===== config.mk =====
export PLATFORM = sky130hd
export DESIGN_NAME = i2s_tx
export DESIGN_NICKNAME = d
export VERILOG_FILES = /design/src/rtl/i2s_tx.sv
export SDC_FILE = /design/constraint.sdc
export NUM_CORES = 1
export LEC_CHECK = 0
export CAP_MARGIN = 10
export CELL_PAD_IN_SITES_DETAIL_PLACEMENT = 1
export CELL_PAD_IN_SITES_GLOBAL_PLACEMENT = 1
export CORE_ASPECT_RATIO = 1.1
export CORE_UTILIZATION = 30
export DETAILED_ROUTE_END_ITERATION = 16
export GPL_TIMING_DRIVEN = 0
export HOLD_SLACK_MARGIN = 0.05
export PLACE_DENSITY_LB_ADDON = 0.05
export SLEW_MARGIN = 20
export SYNTH_ARGS = -nofsm -noshare
export SYNTH_HDL_FRONTEND = slang
export SYNTH_SLANG_ARGS = --single-unit

===== constraint.sdc =====
create_clock -name mck_i -period 14.04 [get_ports mck_i]
set_clock_uncertainty 0.15 [all_clocks]
set_input_delay 1.404 -clock mck_i [delete_from_list [all_inputs] [get_ports mck_i]]
set_output_delay 1.404 -clock mck_i [all_outputs]
set_load 0.05 [all_outputs]

===== src/rtl/i2s_tx.sv =====
// i2s_tx: I2S master transmitter with a stereo-frame FIFO, BCK/LRCK generation and underrun flag.
//    mck_i        master clock, everything runs on its rising edge
//    rst_i        asynchronous active-low reset
//    en_i         transmit enable, honoured at frame boundaries
//    l_data_i     left sample (two's complement)
//    r_data_i     right sample (two's complement)
//    valid_i      push request for {l_data_i, r_data_i}
//    ready_o      FIFO has room for a frame
//    bck_o        bit clock, mck_i / MCK_PER_BCK
//    lrck_o       word select, 0 = left, 1 = right
//    sd_o         serial data, MSB first, one BCK after the LRCK edge
//    underrun_o   one-cycle pulse when a frame starts with the FIFO empty
//    level_o      FIFO occupancy in frames
module i2s_tx #(
   parameter int BIT         = 24,
   parameter int SLOT        = 32,
   parameter int MCK_PER_BCK = 4,
   parameter int DEPTH       = 4
) (
   input  logic                       mck_i,
   input  logic                       rst_i,
   input  logic                       en_i,
   input  logic [BIT-1:0]             l_data_i,
   input  logic [BIT-1:0]             r_data_i,
   input  logic                       valid_i,
   output logic                       ready_o,
   output logic                       bck_o,
   output logic                       lrck_o,
   output logic                       sd_o,
   output logic                       underrun_o,
   output logic [$clog2(DEPTH):0]     level_o
);
   localparam int AW  = $clog2(DEPTH);
   localparam int LW  = AW + 1;
   localparam int BCW = $clog2(2 * SLOT);
   localparam int DW  = $clog2(MCK_PER_BCK);
   localparam logic [DW-1:0]  D_LAST  = DW'(MCK_PER_BCK - 1);
   localparam logic [DW-1:0]  D_HALF  = DW'(MCK_PER_BCK / 2 - 1);
   localparam logic [BCW-1:0] BC_LAST = BCW'(2 * SLOT - 1);
   localparam logic [BCW-1:0] S_C     = BCW'(SLOT);
   localparam logic [BCW-1:0] BIT_C   = BCW'(BIT);
   localparam logic [LW-1:0]  DEPTH_C = LW'(DEPTH);

   typedef enum logic {IDLE, RUN} state_t;

   state_t           state_q, state_d;
   logic [DW-1:0]    div_q, div_d;
   logic [BCW-1:0]   bc_q, bc_d;
   logic             bck_q, bck_d, lrck_q, lrck_d, sd_q, sd_d, und_q, und_d;
   logic [BIT-1:0]   l_sh_q, l_sh_d, r_sh_q, r_sh_d;
   logic [AW-1:0]    wr_ptr_q, wr_ptr_d, rd_ptr_q, rd_ptr_d;
   logic [LW-1:0]    level_q, level_d;
   logic [2*BIT-1:0] mem_q [DEPTH];

   logic             run, push, fall, wrap, bnd, pop, act, hi, dbit;
   logic [BCW-1:0]   bc_nx, k;
   logic [2*BIT-1:0] head;

   always_comb begin
      run      = state_q == RUN;
      push     = valid_i && ready_o;
      fall     = run && div_q == D_LAST;
      wrap     = fall && bc_q == BC_LAST;
      // entering RUN counts as a frame boundary, as does every wrap that keeps running
      bnd      = en_i && (!run || wrap);
      state_d  = (run ? !(wrap && !en_i) : en_i) ? RUN : IDLE;
      // act: already running and staying in RUN; entry and exit both force the counters to 0
      act      = run && state_d == RUN;
      pop      = bnd && level_q != '0;
      head     = mem_q[rd_ptr_q];
      bc_nx    = wrap ? '0 : bc_q + BCW'(1);
      hi       = bc_nx >= S_C;
      k        = hi ? bc_nx - S_C : bc_nx;
      dbit     = k != '0 && k <= BIT_C;
      div_d    = act ? (fall ? '0 : div_q + DW'(1)) : '0;
      bck_d    = act && !fall && (div_q == D_HALF || bck_q);
      bc_d     = act ? (fall ? bc_nx : bc_q) : '0;
      lrck_d   = act ? (fall ? hi : lrck_q) : 1'b0;
      sd_d     = act ? (fall ? dbit && (hi ? r_sh_q[BIT-1] : l_sh_q[BIT-1]) : sd_q) : 1'b0;
      und_d    = bnd && level_q == '0;
      l_sh_d   = bnd ? (pop ? head[2*BIT-1:BIT] : '0) : (act && fall && dbit && !hi) ? l_sh_q << 1 : l_sh_q;
      r_sh_d   = bnd ? (pop ? head[BIT-1:0] : '0) : (act && fall && dbit && hi) ? r_sh_q << 1 : r_sh_q;
      wr_ptr_d = wr_ptr_q + AW'(push);
      rd_ptr_d = rd_ptr_q + AW'(pop);
      level_d  = level_q + LW'(push) - LW'(pop);
   end

   always_ff @(posedge mck_i or negedge rst_i) begin
      if (!rst_i) begin
         state_q  <= IDLE;
         div_q    <= '0;
         bc_q     <= '0;
         bck_q    <= 1'b0;
         lrck_q   <= 1'b0;
         sd_q     <= 1'b0;
         und_q    <= 1'b0;
         l_sh_q   <= '0;
         r_sh_q   <= '0;
         wr_ptr_q <= '0;
         rd_ptr_q <= '0;
         level_q  <= '0;
      end else begin
         state_q  <= state_d;
         div_q    <= div_d;
         bc_q     <= bc_d;
         bck_q    <= bck_d;
         lrck_q   <= lrck_d;
         sd_q     <= sd_d;
         und_q    <= und_d;
         l_sh_q   <= l_sh_d;
         r_sh_q   <= r_sh_d;
         wr_ptr_q <= wr_ptr_d;
         rd_ptr_q <= rd_ptr_d;
         level_q  <= level_d;
      end
   end

   always_ff @(posedge mck_i) begin
      if (push) mem_q[wr_ptr_q] <= {l_data_i, r_data_i};
   end

   assign ready_o    = level_q < DEPTH_C;
   assign bck_o      = bck_q;
   assign lrck_o     = lrck_q;
   assign sd_o       = sd_q;
   assign underrun_o = und_q;
   assign level_o    = level_q;
endmodule

Word level (Yosys, flattened, before mapping)
Memories as Yosys holds them, arrays and structs flattened. Index checks and enable logic that the tools add are counted.

Equality and inequality tests: 4. Reductions and logical operators: 28. $add $sub $neg: 7. Multiplexer cells: 21. $lt $le $gt $ge: 3.

Operator list (number): $mux W24 (6); $mux W6 (4); $logic_and A1 B1 Y1 (16); $mux W1 (9); $add A6 B1 Y6 const B (1); $eq A6 B6 Y1 const B (1); $ge A6 B6 Y1 const B (1); $le A6 B5 Y1 const B (1); $reduce_bool A6 Y1 (1); $sub A6 B6 Y6 const B (1); $logic_not A1 Y1 (5); $add A2 B1 Y2 (2); $mux W2 (2); $reduce_bool A2 Y1 (2); $add A3 B1 Y3 (1); $logic_not A3 Y1 (1); $lt A3 B3 Y1 const B (1); $reduce_bool A3 Y1 (1); $sub A3 B1 Y3 (1); $add A2 B1 Y2 const B (1); $eq A2 B1 Y1 const B (1); $eq A2 B2 Y1 const B (1); $logic_or A1 B1 Y1 (2); $ne A2 B2 Y1 const B (1).

RAM bits: 192. Register bits after elaboration: 68. Input bits: 52. Memories kept: 1. Logic and storage cells: 76. Output and inout port bits: 8.

Memories: mem_q (depth 4, bits a word 48, read ports 1, clocked after Yosys merged registers in 0, wr ports 1, line 53) `logic [2*BIT-1:0] mem_q [DEPTH];`.

Depth between registers and ports, before layout
Gate-level depths: netlist (run 1).

Word-level depth: 13. Gate-level depth with buffers: 12. Depth with buffers taken out: 10.

Least setup slack after synthesis (run 1)
No wires, ideal clock.

Path type: in2reg. Start: input port valid_i. End: memory mem_q[0][0] (netlist name), enable pin. Stages: 2. Data arrival time: 4.784 ns. Buffers on the path: 0. Library setup time: 0.513 ns. Required time: 13.377 ns. Path slack: 8.593 ns. Path through: nand2_1 nor3_1.

Cells in the longest elaborated chain, start to end: 3.

Ends and longest elaborated chain: start: declaration (line 25) `input logic valid_i,`; $logic_and A1 B1 Y1 (line 61) `push = valid_i && ready_o;`; $mux W1 (line 119) `if (push) mem_q[wr_ptr_q] <= {l_data_i, r_data_i};`; $mux W1 (not written as such) (line 119); end: declaration (line 53).

No other way between the ends.

Final worst setup path (run 1)
Start: input port en_i. End: register level_q[2] (netlist: level_o[2]).

Cells in the longest elaborated chain, start to end: 3.

Ends and longest elaborated chain: start: declaration (line 22) `input logic en_i,`; $logic_and A1 B1 Y1 (line 65) `bnd = en_i && (!run || wrap);`; $logic_and A1 B1 Y1 (line 69) `pop = bnd && level_q != '0;`; $sub A3 B1 Y3 (line 85) `level_d = level_q + LW'(push) - LW'(pop);`; via level_d[2] (line 52) `logic [LW-1:0] level_q, level_d;`; end signal: assignment (line 114) `level_q <= level_d;`; end: declaration (line 52).

The timed path passes the listed nets, and every way through them passes these cells. A chain may end at the register's enable or synchronous reset.

==> results of run 1 <==
cell families (layout without fill, tap and decap cells):
logic type / count (synthesis) / in the layout / synth area share, %
compound gates: 75 / 75 / 5.51
xor+xnor: 6 / 6 / 0.510
fa+ha+maj: 8 / 8 / 1.04
buf+inv: 37 / 164 / 1.98
flops: 260 / 260 / 72.4
mux: 72 / 72 / 13.0
simple gates: 106 / 106 / 5.50
routing by layer:
layer	wire length, um	vias to the layer above	global-route usage [%]
li1	-	2465	-
met1	10600	2824	18.5
met2	11000	69	22.1
met3	714	38	2.22
met4	465	2	3.58
met5	13	-	0
flip-flops by register name, indices dropped and copies added, names as in the netlist:
| signal | cells |
|---|---|
| rd_ptr_q | 2 |
| level_o | 3 |
| wr_ptr_q | 2 |
| bck_o | 1 |
| mem_q | 192 |
| div_q | 2 |
| sd_o | 1 |
| run | 1 |
| r_sh_q | 24 |
| lrck_o | 1 |
| bc_q | 6 |
| l_sh_q | 24 |
| underrun_o | 1 |
synth_stat cells, types with 8 or more instances:
cell      instances
edfxtp_1        192
dfrtp_1          68
mux4_2           42
nand2_1          41
mux2i_1          24
a221o_1          20
o21ai_1          19
and3_1           16
clkbuf_1         14
nor2_1           11
and3_2            8
critical path, cell delays in order:
cell and delay [ns]:
clkdlybuf4s50_1 0.54, and4_1 0.23, a21o_1 0.43, and2_1 0.19
buf_2 0.21, clkbuf_1 0.60, ha_1 0.25, inv_1 0.04
ha_1 0.19, fa_1 0.38, xnor2_1 0.17, xnor2_1 0.14
final cells by class:
type                       count  area, um2
fill                        3329      20900
sequential                   260       7470
multi-input combinational    267       2660
timing repair buffer          75        865
clock buffer                  42        795
tap                          432        541
buffer                        30        178
clock inverter                10       67.6
inverter                       7       26.3
worst min path at each step:
stage / startpoint / end / cells after the start
2_1_floorplan: div_q[0]$_DFF_PN0_ / div_q[0]$_DFF_PN0_ / 1
3_3_place_gp: div_q[0]$_DFF_PN0_ / div_q[0]$_DFF_PN0_ / 1
3_5_place_dp: lrck_o$_DFFE_PN0N_ / lrck_o$_DFFE_PN0N_ / 1
4_1_cts: lrck_o$_DFFE_PN0N_ / lrck_o$_DFFE_PN0N_ / 1
5_1_grt: lrck_o$_DFFE_PN0N_ / lrck_o$_DFFE_PN0N_ / 1
6_report: lrck_o$_DFFE_PN0N_ / lrck_o$_DFFE_PN0N_ / 1
stage by stage:
stage          instance area [um2]  total power, W  cells  hold WS (ns)  worst slack [ns]
6_report                     12600         0.00230   1123         0.328              9.57
5_1_grt                      12600         0.00243   1123         0.355              9.29
4_1_cts                      12600         0.00234   1123         0.338              9.52
3_5_place_dp                 11700         0.00164   1071         0.325              8.95
3_3_place_gp                 11400         0.00159   1055         0.306              4.40
2_1_floorplan                10300         0.00143    564         0.288              8.59
report_power, final:
part | total (W) | switching (W) | internal [W]
Sequential | 0.00108 | 0.0000786 | 0.000997
Combinational | 0.000533 | 0.000287 | 0.000246
Clock | 0.000691 | 0.000286 | 0.000406
==> qor.txt, run 1 <==
type of origin of the critical path: input pin
asr flop ratio synth: 26.2%
CTS buffer count: 28
Clock Sinks: 260
routed vias/inst: 4.81
Worst-Margin Slew: 0.927 ns
clk_lat worst skew: 0.53 ns
post-synth cell types: 56
antenna violations before repair: 1
DRC: 0
num rows: 70
top cell type's share of synthesized area: 55.9%
Setup Fix Bufs, Post-CTS: 0
sequential share of the synthesized area: 72.4%
crit path time final: 4.47 ns
final-report hold violation count: 0
outcome: finished, final reports clean
placeable core area: 0.0335 mm2
Via Count: 5,398
f_max: 224 MHz
CTS tree: yes
worst flop-to-flop path startpoint: bc_q[0]$_DFFE_PN0N_
Ant. Diodes: 0
dominant synthesized flop cell: edfxtp_1
DR WL/cell: 20.3 um
r2r endpoint: level_o[2]$_DFF_PN0_
Max Cap Violations: 0
CTS Hold Bufs: 0
DRT Pass-1 Iters: 4
Root Buffer: clkbuf_16
GRT overflow: 0
DR iter-0 viols: 278
Final GP Congestion: 0.766
Synth Register Bits: 260
final setup fails: 0
Post-Syn Area: 0.0103 mm2
commonest non-fill, non-tap cells in the layout: edfxtp_1, dfrtp_1, clkdlybuf4s50_1
Critical Path Sink: level_o[2]$_DFF_PN0_
Ports: 60
WP data arrival: 4.77 ns
H-tree depth: 1
EDFF count, synth: 192
worst reg2reg path depth: 12
crit path kind: in -> reg
HP Class: reg -> reg
Pins Over Slew Limit: 0
Synth Instances: 564
leak pwr: 4.45 nW
r2r setup slk: 10.12 ns
final core occ: 37.6%
warnings from Yosys: 0
Die X-Extent: 179 um
Pwr per Cell Area: 183 mW/mm2
Syn Area/Cell: 18.3 um2
Reg clk slew, reported paths: 0.06 ns
setup_tns: 0 ns
most common cell after layout, fill and taps aside: edfxtp_1
pin count of the biggest net entering global routing: 53
Period Utilization, post-route: 31.8%
share of cells above drive strength 1: 19.0%
via count of the first global-routing pass: 6,073
CP endpoint kind: register
origin of the worst setup path: en_i
Vert. Die Dim: 196 um
CP Data Required Time: 14.34 ns
DIE AREA: 0.0351 mm2
Synth area leaders: edfxtp_1, dfrtp_1, mux4_2, mux2i_1, a221o_1
Synth area leader: edfxtp_1
Crit Path Max Fanout: 11
Max rail drop VDD: 0.0870 mV
All-Layer GR Usage: 13.5%
clock buffer depth: 3
Rel. slew slack: 38.2%
# nets final: 729
Starting Density: 30.7%
WL final: 22.8 mm
first-pass GRT wire length: 35.9 mm
port buffer count: 59
ANT nets after route: 0
hpwl dp: 15.3 mm
Syn Nets: 624
Area Growth Syn to Fin: 22.2%
# resized after CTS: 0
unrepaired setup endpoints after global routing: false
Power figures use the tool's default switching activity.
==> run 2, diff against run 1 <==
==> constraint.sdc (replaced) <==
create_clock -name mck_i -period 4.3 [get_ports mck_i]
set_clock_uncertainty 0.15 [all_clocks]
set_input_delay 0.43 -clock mck_i [delete_from_list [all_inputs] [get_ports mck_i]]
set_output_delay 0.43 -clock mck_i [all_outputs]
set_load 0.05 [all_outputs]
==> run 2 against run 1 <==
Effect of this change: largest power group unchanged; clock power rose to 3.4 times the previous value; die area did not move; worst hold slack got worse by 0.16 ns; flip-flop and latch count did not move; final cell count fell by 0.18%; critical path type is now reg -> reg; total power rose to 3.3 times the previous value.
==> qor.txt, run 2 (synthesis results as in run 1) <==
Ant. Diodes: 0
DR WL/cell: 20.3 um
# nets final: 727
CP endpoint kind: register
GRT overflow: 0
type of origin of the critical path: register
Crit Path Max Fanout: 11
Ports: 60
placeable core area: 0.0335 mm2
Pins Over Slew Limit: 0
f_max: 248 MHz
num rows: 70
Slowest cell on crit path: clkbuf_1
hpwl dp: 15.6 mm
Biggest register: mem_q
Root Buffer: clkbuf_16
crit path kind: reg -> reg
final-report hold violation count: 0
final setup fails: 0
outcome: finished, final reports clean
Rel. slew slack: 44.4%
CP Data Required Time: 4.61 ns
DRC: 0
DR iter-0 viols: 342
Clock Sinks: 260
clock buffer depth: 3
pin count of the biggest net entering global routing: 53
Final GP Congestion: 0.762
DIE AREA: 0.0351 mm2
Max rail drop VDD: 0.306 mV
worst flop-to-flop path startpoint: bc_q[0]$_DFFE_PN0N_
via count of the first global-routing pass: 6,123
Post-DP Area: 0.0117 mm2
Pwr per Cell Area: 602 mW/mm2
Area Growth Syn to Fin: 22.7%
Final Cell Area: 0.0127 mm2
Starting Density: 30.7%
Max Cap Violations: 0
Worst-Margin Slew: 0.835 ns
HP Class: in -> async
unrepaired setup endpoints after global routing: false
crit path time final: 4.03 ns
first-pass GRT wire length: 35.9 mm
CTS tree: yes
All-Layer GR Usage: 13.7%
WL final: 22.8 mm
layout filler cell count: 3,313
leak pwr: 4.47 nW
H-tree depth: 1
Vert. Die Dim: 196 um
commonest non-fill, non-tap cells in the layout: edfxtp_1, dfrtp_1, clkdlybuf4s50_1
Via Count: 5,420
DRT Pass-1 Iters: 4
CTS buffer count: 29
WP data arrival: 4.33 ns
antenna violations before repair: 1
crit path cell chain: ha_1, and4_1, a21o_1, and2_1, buf_2, clkbuf_1, ha_1, inv_1, ha_1, fa_1, xnor2_1, xnor2_1
Period Utilization, post-route: 93.7%
most used cell along the critical path: ha_1
ANT nets after route: 0
share of cells above drive strength 1: 19.2%
most common cell after layout, fill and taps aside: edfxtp_1
clk_lat worst skew: 0.54 ns
number of flip-flops in the largest register: 192
Critical path buffers and inverters: 3
port buffer count: 59
Total Power: 0.00762 W
CP max stage delay: 0.57 ns
routed vias/inst: 4.83
Reg clk slew, reported paths: 0.06 ns
Die X-Extent: 179 um
family with the most delay on the worst path: adder cells
origin of the worst setup path: bc_q[0]$_DFFE_PN0N_
biggest regs: mem_q (192), l_sh_q (24), r_sh_q (24)
## run 2: where the power goes
part,internal (W),switching [W]
logic,0.000805,0.000949
registers,0.00325,0.000256
clock network,0.00139,0.000965
## run 2: final timing paths
check | end | slack [ns] | depth (start not counted)
max | level_o[2]$_DFF_PN0_ | 0.27 | 12
max in group asynchronous | r_sh_q[18]$_DFFE_PN0P_ | 3.28 | 3
min in group mck_i | div_q[0]$_DFF_PN0_ | 0.32 | 1
max reg2reg | level_o[2]$_DFF_PN0_ | 0.27 | 12
min | l_sh_q[11]$_DFFE_PN0P_ | 0.17 | 2
min reg2reg | div_q[0]$_DFF_PN0_ | 0.32 | 1
## run 2: timing repair
action / 4_1_cts / 5_1_grt
endpoints found under the setup margin: 0 / 0
buffers inserted: 0 / 0
endpoints found under the hold margin: 68 / 0
gates resized for setup: 0 / 0
hold buffers: 1 / 0
## run 2: layout make-up
| cell class | instances | area (um2) | area share [%] |
|---|---|---|---|
| repair buffers | 72 | 871 | 6.88 |
| plain buffers | 30 | 178 | 1.40 |
| clock inverters | 14 | 118 | 0.929 |
| clock buffers | 39 | 783 | 6.19 |
| multi-input cells | 267 | 2670 | 21.1 |
| inverters | 7 | 26.3 | 0.208 |
| flip-flops and latches | 260 | 7470 | 59.0 |
| well taps | 432 | 541 | 4.27 |
## run 2: metrics by stage
stage                     cells  hold WS, ns  utilization, %  setup TNS (ns)  setup WS (ns)
after global placement     1055        0.309            34.1         -233.73          -1.81
final                      1121        0.170            37.7               0          0.273
after detailed placement   1067        0.175            35.0               0         0.0245
after CTS                  1121        0.157            37.7               0          0.176
after global routing       1121        0.167            37.7               0       0.000846
after floorplan             564      -0.0156               -               0          0.311
## run 2: per-layer routing
layer / global-route usage, % / routed length (um) / part of all wire (%) / vias up
met2: 23.0 / 11300 / 50 / 77
met5: 0 / 8 / 0.035 / -
met3: 2.24 / 775 / 3.4 / 37
li1: - / - / - / 2455
met1: 17.9 / 10200 / 45 / 2849
met4: 4.21 / 524 / 2.3 / 2
==> run 3, diff against run 2 <==
--- a/config.mk
+++ b/config.mk
@@ -9,7 +9,7 @@
 export CELL_PAD_IN_SITES_DETAIL_PLACEMENT = 1
 export CELL_PAD_IN_SITES_GLOBAL_PLACEMENT = 1
 export CORE_ASPECT_RATIO = 1.1
-export CORE_UTILIZATION = 30
+export CORE_UTILIZATION = 45
 export DETAILED_ROUTE_END_ITERATION = 16
 export GPL_TIMING_DRIVEN = 0
 export HOLD_SLACK_MARGIN = 0.05
==> run 3 against run 2 <==
Effect of this change: wire length fell by 8.8%; clock power down 6%; final cell count decreased by 13%; via count down 0.87%; worst setup slack improved by 0.18 ns; critical path depth did not move; largest cell class unchanged; largest power group unchanged.
==> qor.txt, run 3 (synthesis results as in run 1) <==
outcome: finished, final reports clean
leak pwr: 4.44 nW
Internal Power: 0.00537 W
clk_lat worst skew: 0.51 ns
All-Layer GR Usage: 18.5%
WL final: 20.8 mm
hold slack: 0.176 ns
Vert. Die Dim: 161 um
setup_tns: 0 ns
r2r setup slk: 0.45 ns
f_max: 260 MHz
port buffer count: 59
Clock Sinks: 260
worst reg2reg path depth: 12
final core occ: 55.9%
type of origin of the critical path: register
net switching power: 0.00211 W
Clk pwr share: 29.6%
ANT nets after route: 0
crit path time final: 3.85 ns
Starting Density: 46.3%
unrepaired setup endpoints after global routing: false
Pins Over Slew Limit: 0
sw frac: 28.2%
Biggest register: mem_q
Gate power share: 23.5%
CTS tree: yes
WP data arrival: 4.13 ns
DRC: 0
placeable core area: 0.0223 mm2
# resized after CTS: 0
pin count of the biggest net entering global routing: 54
H-tree depth: 1
Final Cell Area: 0.0124 mm2
Max Cap Violations: 0
clock buffer depth: 3
# nets final: 725
GRT overflow: 0
DIE AREA: 0.0235 mm2
layout filler cell count: 2,025
commonest non-fill, non-tap cells in the layout: edfxtp_1, dfrtp_1, clkdlybuf4s50_1
Reg power frac: 46.9%
hpwl dp: 13.9 mm
Reg clk slew, reported paths: 0.06 ns
final-report hold violation count: 0
crit path kind: reg -> reg
Via Count: 5,373
DR WL/cell: 21.2 um
share of cells above drive strength 1: 18.8%
Total Power: 0.00747 W
Root Buffer: clkbuf_16
Die X-Extent: 146 um
via count of the first global-routing pass: 5,915
final setup fails: 0
Period Utilization, post-route: 89.5%
Pwr per Cell Area: 600 mW/mm2
Post-DP Area: 0.0116 mm2
first-pass GRT wire length: 33.6 mm
Ports: 60
CP Data Required Time: 4.58 ns
Crit Path Max Fanout: 11
Max rail drop VDD: 0.367 mV
HP Class: in -> async
Ant. Diodes: 0
CTS buffer count: 27
Worst-Margin Slew: 0.822 ns
num rows: 57
routed vias/inst: 5.48
Final GP Congestion: 0.789
most common cell after layout, fill and taps aside: edfxtp_1
number of flip-flops in the largest register: 192
DR iter-0 viols: 186
CP endpoint kind: register
Rel. slew slack: 45.2%
DRT Pass-1 Iters: 4
Area Growth Syn to Fin: 20.8%
antenna violations before repair: 0
biggest regs: mem_q (192), l_sh_q (24), r_sh_q (24)
[run 3: cell count changes in the layout (fill, tap and decap cells not counted), sizes merged]
cell      previous run  this run
clkinvlp             0         1
clkbuf              55        52
clkinv              12        10
[run 3: repair_timing]
item / in CTS / in global routing
buffers inserted: 0 / 0
hold endpoints to repair: 68 / 0
hold buffers: 1 / 0
[run 3: power groups by stage]
stage,combinational (W),clock (W),sequential [W]
global placement,0.00159,0,0.00356
CTS,0.00179,0.00227,0.00352
detailed placement,0.00178,0,0.00356
finish,0.00176,0.00221,0.00351
global route,0.00192,0.00236,0.00357
floorplan,0.00109,0,0.00357
[run 3: worst paths after layout]
| path | from | to |
|---|---|---|
| worst max-delay path | bc_q[0]$_DFFE_PN0N_ | level_o[2]$_DFF_PN0_ |
| worst min register to register | div_q[0]$_DFF_PN0_ | div_q[0]$_DFF_PN0_ |
| max in group asynchronous | rst_i | r_sh_q[11]$_DFFE_PN0P_ |
| min in group mck_i | div_q[0]$_DFF_PN0_ | div_q[0]$_DFF_PN0_ |
| worst max register to register | bc_q[0]$_DFFE_PN0N_ | level_o[2]$_DFF_PN0_ |
| worst min-delay path | rst_i | l_sh_q[8]$_DFFE_PN0P_ |
[run 3: cell type report]
type / count / area [um2] / share of cell area [%]
buffer: 30 / 178 / 1.43
inverter: 7 / 26.3 / 0.211
sequential: 260 / 7470 / 60.0
timing repair buffer: 72 / 903 / 7.26
tap: 295 / 369 / 2.96
clock inverter: 13 / 116 / 0.935
clock buffer: 36 / 719 / 5.78
multi-input combinational: 267 / 2670 / 21.4
[run 3: per-stage QoR]
stage | instances | setup slack (ns)
after detailed placement | 930 | 0.350
final | 980 | 0.451
after floorplan | 564 | 0.311
after CTS | 980 | 0.402
after global placement | 918 | -1.57
after global routing | 980 | 0.241
[run 3: worst max-delay path, cell delays in order, from the launching register on]
cell      delay (ns)
dfrtp_1         0.45
ha_1            0.36
and4_1          0.25
a21o_1          0.35
and2_1          0.18
buf_2           0.20
clkbuf_1        0.56
ha_1            0.26
inv_1           0.06
ha_1            0.21
fa_1            0.39
xnor2_1         0.19
xnor2_1         0.15
[run 3: routing by layer]
layer  routed length (um)  vias to the layer above  track usage (%)
li1                     -                     2453                -
met1                 9750                     2815             26.3
met3                  645                       27             2.59
met5                    0                        -                0
met4                  315                        0             3.98
met2                10100                       78             30.6
